## config.mk

```make
export PLATFORM = sky130hd
export DESIGN_NAME = prince_word_ctrl
export DESIGN_NICKNAME = d
export VERILOG_FILES = /design/src/rtl/prince_word_ctrl_pkg.sv /design/src/rtl/prince_word_ctrl.sv
export SDC_FILE = /design/constraint.sdc
export NUM_CORES = 1
export LEC_CHECK = 0
export BUFFER_PORTS_ARGS = -buffer_cell sky130_fd_sc_hd__buf_2
export CORE_UTILIZATION = 35
export CTS_BUF_LIST = sky130_fd_sc_hd__clkbuf_8 sky130_fd_sc_hd__clkbuf_16
export DETAILED_ROUTE_END_ITERATION = 16
export PLACE_DENSITY = 0.59
export SETUP_SLACK_MARGIN = 0.15
export SYNTH_ARGS = -nofsm -noshare
export SYNTH_HDL_FRONTEND = slang
export SYNTH_SLANG_ARGS = --single-unit
export TNS_END_PERCENT = 20
```

## constraint.sdc

```tcl
create_clock -name clk -period 3.58 [get_ports clk]
set_input_delay 0.179 -clock clk [delete_from_list [all_inputs] [get_ports clk]]
set_output_delay 0.179 -clock clk [all_outputs]
set_load 0.01 [all_outputs]
```

## src/rtl/prince_word_ctrl_pkg.sv

```systemverilog
// Shared widths and FSM encoding for the PRINCE word-serial front end.
package prince_word_ctrl_pkg;

  localparam int unsigned WORD_W    = 32;
  localparam int unsigned KEY_WORDS = 4;
  localparam int unsigned BLK_WORDS = 2;
  localparam int unsigned KEY_W     = WORD_W * KEY_WORDS;
  localparam int unsigned BLK_W     = WORD_W * BLK_WORDS;
  localparam int unsigned KEY_CNT_W = $clog2(KEY_WORDS);
  localparam int unsigned BLK_CNT_W = $clog2(BLK_WORDS);

  typedef enum logic [1:0] {
    ST_IDLE   = 2'd0,
    ST_WAIT   = 2'd1,
    ST_OUT_HI = 2'd2,
    ST_OUT_LO = 2'd3
  } state_t;

endpackage

```

## src/rtl/prince_word_ctrl.sv

```systemverilog
// Packs 32-bit key/block words into the PRINCE core inputs, waits the core
// latency, then streams the 64-bit result back as two words.
module prince_word_ctrl
  import prince_word_ctrl_pkg::*;
#(
  parameter int unsigned CORE_LAT = 2
) (
  input  logic              clk,
  input  logic              rst,
  input  logic              in_valid,
  output logic              in_ready,
  input  logic [WORD_W-1:0] in_data,
  input  logic              in_sel,
  input  logic              in_enc,
  output logic              core_enc,
  output logic [BLK_W-1:0]  core_pt,
  output logic [KEY_W-1:0]  core_key,
  input  logic [BLK_W-1:0]  core_ct,
  output logic              out_valid,
  input  logic              out_ready,
  output logic [WORD_W-1:0] out_data,
  output logic              out_last,
  output logic              key_loaded,
  output logic              err,
  input  logic              err_clr
);

  localparam int unsigned LAT_W = (CORE_LAT < 2) ? 1 : $clog2(CORE_LAT + 1);

  state_t                    state, state_n;
  logic [KEY_CNT_W-1:0]      key_cnt, key_cnt_n;
  logic [BLK_CNT_W-1:0]      blk_cnt, blk_cnt_n;
  logic [KEY_W-WORD_W-1:0]   key_sr, key_sr_n;
  logic [BLK_W-WORD_W-1:0]   blk_sr, blk_sr_n;
  logic [LAT_W-1:0]          lat_cnt, lat_cnt_n;
  logic [WORD_W-1:0]         res_lo, res_lo_n;
  logic                      in_ready_n, core_enc_n, out_valid_n, out_last_n;
  logic                      key_loaded_n, err_n;
  logic [BLK_W-1:0]          core_pt_n;
  logic [KEY_W-1:0]          core_key_n;
  logic [WORD_W-1:0]         out_data_n;
  logic                      accept;

  assign accept = in_valid & in_ready & (state == ST_IDLE);

  // Next-state and next-output logic; every register holds unless updated below.
  always_comb begin
    state_n      = state;
    key_cnt_n    = key_cnt;
    blk_cnt_n    = blk_cnt;
    key_sr_n     = key_sr;
    blk_sr_n     = blk_sr;
    lat_cnt_n    = lat_cnt;
    res_lo_n     = res_lo;
    in_ready_n   = in_ready;
    core_enc_n   = core_enc;
    core_pt_n    = core_pt;
    core_key_n   = core_key;
    out_valid_n  = out_valid;
    out_data_n   = out_data;
    out_last_n   = out_last;
    key_loaded_n = key_loaded;
    err_n        = err;

    case (state)
      ST_IDLE: begin
        in_ready_n = 1'b1;
        if (accept) begin
          if (in_sel) begin
            key_sr_n = (KEY_W-WORD_W)'({key_sr, in_data});
            if (key_cnt == '0) key_loaded_n = 1'b0;
            if (key_cnt == KEY_CNT_W'(KEY_WORDS - 1)) begin
              core_key_n   = {key_sr, in_data};
              key_loaded_n = 1'b1;
              key_cnt_n    = '0;
            end else begin
              key_cnt_n = key_cnt + KEY_CNT_W'(1);
            end
          end else begin
            blk_sr_n = (BLK_W-WORD_W)'({blk_sr, in_data});
            if (blk_cnt == BLK_CNT_W'(BLK_WORDS - 1)) begin
              blk_cnt_n = '0;
              // A block without a complete key is discarded and flagged.
              if (key_loaded) begin
                core_pt_n  = {blk_sr, in_data};
                core_enc_n = in_enc;
                lat_cnt_n  = LAT_W'(CORE_LAT);
                in_ready_n = 1'b0;
                state_n    = ST_WAIT;
              end else begin
                err_n = 1'b1;
              end
            end else begin
              blk_cnt_n = blk_cnt + BLK_CNT_W'(1);
            end
          end
        end
      end
      ST_WAIT: begin
        if (lat_cnt == '0) begin
          res_lo_n    = core_ct[WORD_W-1:0];
          out_data_n  = core_ct[BLK_W-1:WORD_W];
          out_valid_n = 1'b1;
          out_last_n  = 1'b0;
          state_n     = ST_OUT_HI;
        end else begin
          lat_cnt_n = lat_cnt - LAT_W'(1);
        end
      end
      ST_OUT_HI: begin
        if (out_ready) begin
          out_data_n = res_lo;
          out_last_n = 1'b1;
          state_n    = ST_OUT_LO;
        end
      end
      ST_OUT_LO: begin
        if (out_ready) begin
          out_valid_n = 1'b0;
          out_last_n  = 1'b0;
          out_data_n  = '0;
          in_ready_n  = 1'b1;
          state_n     = ST_IDLE;
        end
      end
      default: state_n = ST_IDLE;
    endcase

    if (err_clr) err_n = 1'b0;
  end

  always_ff @(posedge clk) begin
    if (rst) begin
      state      <= ST_IDLE;
      key_cnt    <= '0;
      blk_cnt    <= '0;
      key_sr     <= '0;
      blk_sr     <= '0;
      lat_cnt    <= '0;
      res_lo     <= '0;
      in_ready   <= 1'b0;
      core_enc   <= 1'b0;
      core_pt    <= '0;
      core_key   <= '0;
      out_valid  <= 1'b0;
      out_data   <= '0;
      out_last   <= 1'b0;
      key_loaded <= 1'b0;
      err        <= 1'b0;
    end else begin
      state      <= state_n;
      key_cnt    <= key_cnt_n;
      blk_cnt    <= blk_cnt_n;
      key_sr     <= key_sr_n;
      blk_sr     <= blk_sr_n;
      lat_cnt    <= lat_cnt_n;
      res_lo     <= res_lo_n;
      in_ready   <= in_ready_n;
      core_enc   <= core_enc_n;
      core_pt    <= core_pt_n;
      core_key   <= core_key_n;
      out_valid  <= out_valid_n;
      out_data   <= out_data_n;
      out_last   <= out_last_n;
      key_loaded <= key_loaded_n;
      err        <= err_n;
    end
  end

endmodule
```

==> results.md <==
Die:
- The total area inside the core boundary comes to 44,610 µm².
- After floorplanning, the core was divided into 77 placement rows.
- The die covers 46,420 µm².
- In this run the vertical extent of the chip is 215.4 µm.
- The starting density of the core is 35.75%.
- The floorplan step set the die width to 215.4 µm.
- During I/O placement, the number of pins put on the boundary was 333.

Synth:
- The share of synthesized area in the top cell type comes to 49.84%.
- The synthesized flop and latch total is 397.
- The post-synthesis cell count is 1,917.
- By area the synthesized netlist is led by sky130_fd_sc_hd__dfxtp_1, sky130_fd_sc_hd__a21oi_1, sky130_fd_sc_hd__o21ai_0.
- The commonest cells after synthesis are sky130_fd_sc_hd__dfxtp_1, sky130_fd_sc_hd__a21oi_1, sky130_fd_sc_hd__o21ai_0.
- Of all flip-flops after synthesis, the portion carrying an async set or reset was 0%.
- The synthesized design spends more area on one cell type than any other, namely sky130_fd_sc_hd__dfxtp_1.
- The most used flip-flop cell after synthesis is sky130_fd_sc_hd__dfxtp_1.
- The number of flops mapped to enable cells by yosys is 0.
- The post-synthesis instance area is 15,950 µm².
- The most instantiated library cell after synthesis is sky130_fd_sc_hd__dfxtp_1.
- The total of warnings raised by yosys is 0.
- Each instance of the synthesized netlist takes up on average 8.318 µm².
- Yosys mapped the design onto 40 distinct sky130hd cell types.
- After synthesis, flip-flops and latches occupy 49.84% of the total area.
- The post-synthesis net count is 2,028.

Detailed routing:
- Dividing the detail-routed wire length by the instance count gives 19.71 µm.
- The first detailed-routing pass took 7 iterations.
- The detailed-route vias per instance is 5.608.
- The count of nets left with antenna violations after detail routing is 0.
- The first routing iteration left 1,582 violations.
- Detailed routing inserted a total of 15,630 vias.
- For this block, the routed nets add up to 54.95 mm of wire.
- The number of remaining DRC errors is 0.

Clock network:
- In this run the deepest clock path goes through 3 buffers.
- The clock sink total is 397.
- Buffers inserted to repair hold after CTS numbered 67.
- The clock network latency to the later pin of the worst-skew pair is 570 ps.
- In this run the post-CTS setup repair buffer count came out at 0.
- The H-tree depth is 2.
- The clock edge transition at the registers on the reported setup and hold paths is 60 ps.
- The clock tree from TritonCTS is done.
- The root buffer selected by CTS is sky130_fd_sc_hd__clkbuf_16.
- The number of buffers created by CTS is 45.
- The count of instances resized after the clock tree is built is 0.

Worst setup path:
- The worst flop-to-flop path endpoint is core_pt[48].
- Traced cell by cell, the critical path runs through inv_1, ha_2, buf_4, nand4b_1, buf_12, o31ai_1, a21oi_1.
- For this run, the slowest stage of the critical path takes 610 ps.
- The startpoint of the worst setup timing path is state[1].
- The worst setup path is captured at a register.
- Measured in cells, the most critical reg-to-reg path has a length of 7.
- Following the worst setup path forward leads to its endpoint at core_pt[48].
- STA puts the critical path data arrival time at 2960 ps.
- By startpoint and endpoint, the worst setup path is classified as reg2reg.
- Across all register-to-register paths, the minimum setup slack is 1050 ps.
- In this run the critical register-to-register path is launched from state[1].
- The required time reported for the critical path endpoint is 4020 ps.
- The slowest stage of the critical path belongs to the cell sky130_fd_sc_hd__buf_4.
- The worst setup path is launched from a register.
- The largest fanout of any net on the critical path is 98.

GRT:
- The number of antenna violations at the first check in global routing came to 0.
- Across every metal layer, demand over resource in global routing totals 22.77%.
- The first-pass GRT wire length is 85.21 mm.
- Entering global routing, the biggest net connects 114 pins.
- The via count of the first global-routing pass is 14,820.
- Global routing finished with a remaining overflow of 0.

STA:
- After layout, the minimum clock period comes to 2528 ps.
- The count of final hold-check violations came to 0.
- Setup violations remaining at the end of the flow were counted as 0.
- Between clock sinks in the finished design, the worst skew comes to 18.74 ps.
- The sum of negative setup slack is 0 ps.
- The normalized max-slew margin is 21.13%.
- Derived from the worst setup path, the maximum achievable clock frequency is 395.5 MHz.
- Of the available clock period, the critical path in the final layout requires 70.62%.
- Setup repair after global routing left no endpoint under its margin.
- The count of pins over their slew limit is 0.
- The transition time at the pin with the least slew margin is 1183 ps.

Place:
- Detailed placement ended at an HPWL of 33.45 mm.
- The congestion estimate from routability-driven global placement came to 0.8200.
- Buffers placed on the I/O ports in this run total 332.

Min path:
- The path class of the tightest hold or removal check is in2reg.

Layout:
- The multi-input combinational cells in the finished layout cover a total of 7047 µm².
- In the final layout, the share of cells above drive strength 1 is 20.50%.
- The number of fill cells in the layout is 4,413.
- The sequential cells in the finished layout cover a total of 7949 µm².
- Relative to the synthesized area, the layout overhead comes to 25.06%.
- For this run, the post-layout net count is 2,277.

Pwr:
- The overall power after layout is 9.536 mW.
- VDD sags by at most 349.2 µV.
- Power spread over the standard cell area amounts to 478.2 nW/µm².
- Summed over all cells, the static leakage comes to 7.269 nW.

Job:
- Across the run, the number of max-cap violations was 0.

Outcome:
- The flow ran to the end, and the final reports show no timing, DRC or antenna violations.
cells in the final DEF (no fill, tap or decap), types with 2 or more instances in the layout:
| cell | n |
|---|---|
| sky130_fd_sc_hd__nand2_1 | 164 |
| sky130_fd_sc_hd__nand3_1 | 227 |
| sky130_fd_sc_hd__o31ai_1 | 98 |
| sky130_fd_sc_hd__inv_1 | 17 |
| sky130_fd_sc_hd__buf_4 | 27 |
| sky130_fd_sc_hd__dlygate4sd3_1 | 67 |
| sky130_fd_sc_hd__buf_12 | 7 |
| sky130_fd_sc_hd__clkbuf_8 | 9 |
| sky130_fd_sc_hd__a2111o_1 | 32 |
| sky130_fd_sc_hd__clkinv_2 | 7 |
| sky130_fd_sc_hd__nand2b_1 | 2 |
| sky130_fd_sc_hd__mux2i_1 | 2 |
| sky130_fd_sc_hd__ha_4 | 2 |
| sky130_fd_sc_hd__nand4b_1 | 2 |
| sky130_fd_sc_hd__o21ai_1 | 2 |
| sky130_fd_sc_hd__ha_1 | 4 |
| sky130_fd_sc_hd__a21oi_1 | 392 |
| sky130_fd_sc_hd__dfxtp_1 | 396 |
| sky130_fd_sc_hd__buf_2 | 331 |
| sky130_fd_sc_hd__ha_2 | 2 |
| sky130_fd_sc_hd__inv_2 | 2 |
| sky130_fd_sc_hd__clkbuf_16 | 46 |
| sky130_fd_sc_hd__o21ai_0 | 228 |
| sky130_fd_sc_hd__nor2_1 | 4 |
| sky130_fd_sc_hd__bufinv_16 | 4 |
| sky130_fd_sc_hd__or3b_1 | 32 |
| sky130_fd_sc_hd__nand4_1 | 66 |
stage by stage:
stage / cells / area (µm²) / setup slack (ps) / utilization (%) / hold slack, ps
6_report: 2788 / 19940 / 1052 / 44.71 / 78.77
5_1_grt: 2787 / 19940 / 876.8 / 44.70 / 74.94
4_1_cts: 2787 / 19940 / 1105 / 44.70 / 46.75
3_5_place_dp: 2644 / 17790 / 1111 / 39.88 / 353.3
3_3_place_gp: 2644 / 17790 / 1201 / 39.88 / 345.5
2_1_floorplan: 1917 / 15950 / 1776 / - / 258.3
per-layer routing:
layer | up-vias | wire length (µm) | global-route usage (%)
li1 | 7467 | - | -
met1 | 7577 | 23740 | 30.06
met2 | 483 | 25540 | 35.97
met3 | 107 | 3922 | 5.666
met4 | 0 | 1742 | 8.132
met5 | - | 0 | 0
flip-flops by register name, indices dropped and copies added (netlist names):
name / count
core_key: 128
key_sr: 96
core_pt: 64
blk_sr: 32
out_data: 32
res_lo: 32
key_cnt: 2
lat_cnt: 2
state: 2
blk_cnt: 1
core_enc: 1
err: 1
in_ready: 1
key_loaded: 1
out_last: 1
out_valid: 1
where the power goes:
group          switching [mW]  internal, mW
sequential             0.0255          4.45
combinational           0.292         0.148
clock                    1.83          2.79
cell families after synthesis:
family	after synthesis	synth area share (%)
compound gates	759	26.94
xor+xnor	1	0.05494
mux	3	0.1962
fa+ha+maj	8	0.6278
buf+inv	241	6.262
simple gates	508	16.08
flops	397	49.84
worst min-delay path by stage:
stage	startpoint	end	slack (ps)	cells after the start
after detailed placement	err_clr	err	350	2
final	core_ct[59]	out_data[27]	80	4
after global placement	err_clr	err	350	2
after CTS	core_ct[59]	out_data[27]	50	4
after global routing	core_ct[57]	out_data[25]	70	4
after floorplan	err_clr	err	260	1
critical path: cells and delay by family, from the launching register on:
kind,cells,cell delay (ps)
DFF,1,340
buffers and inverters,3,1060
AOI/OAI and AO/OA,2,410
and+or+nand+nor,1,250
adders and majority gates,1,250
layout make-up:
class                      instances  share of cell area [%]
sequential                       397                   39.86
inverter                          10                  0.1945
timing repair buffer             433                   13.46
antenna                            1                 0.01255
multi-input combinational       1279                   35.34
clock inverter                    21                   1.023
clock buffer                      55                   6.394
tap                              592                   3.714
No activity file was read; power rests on OpenSTA's default activity.
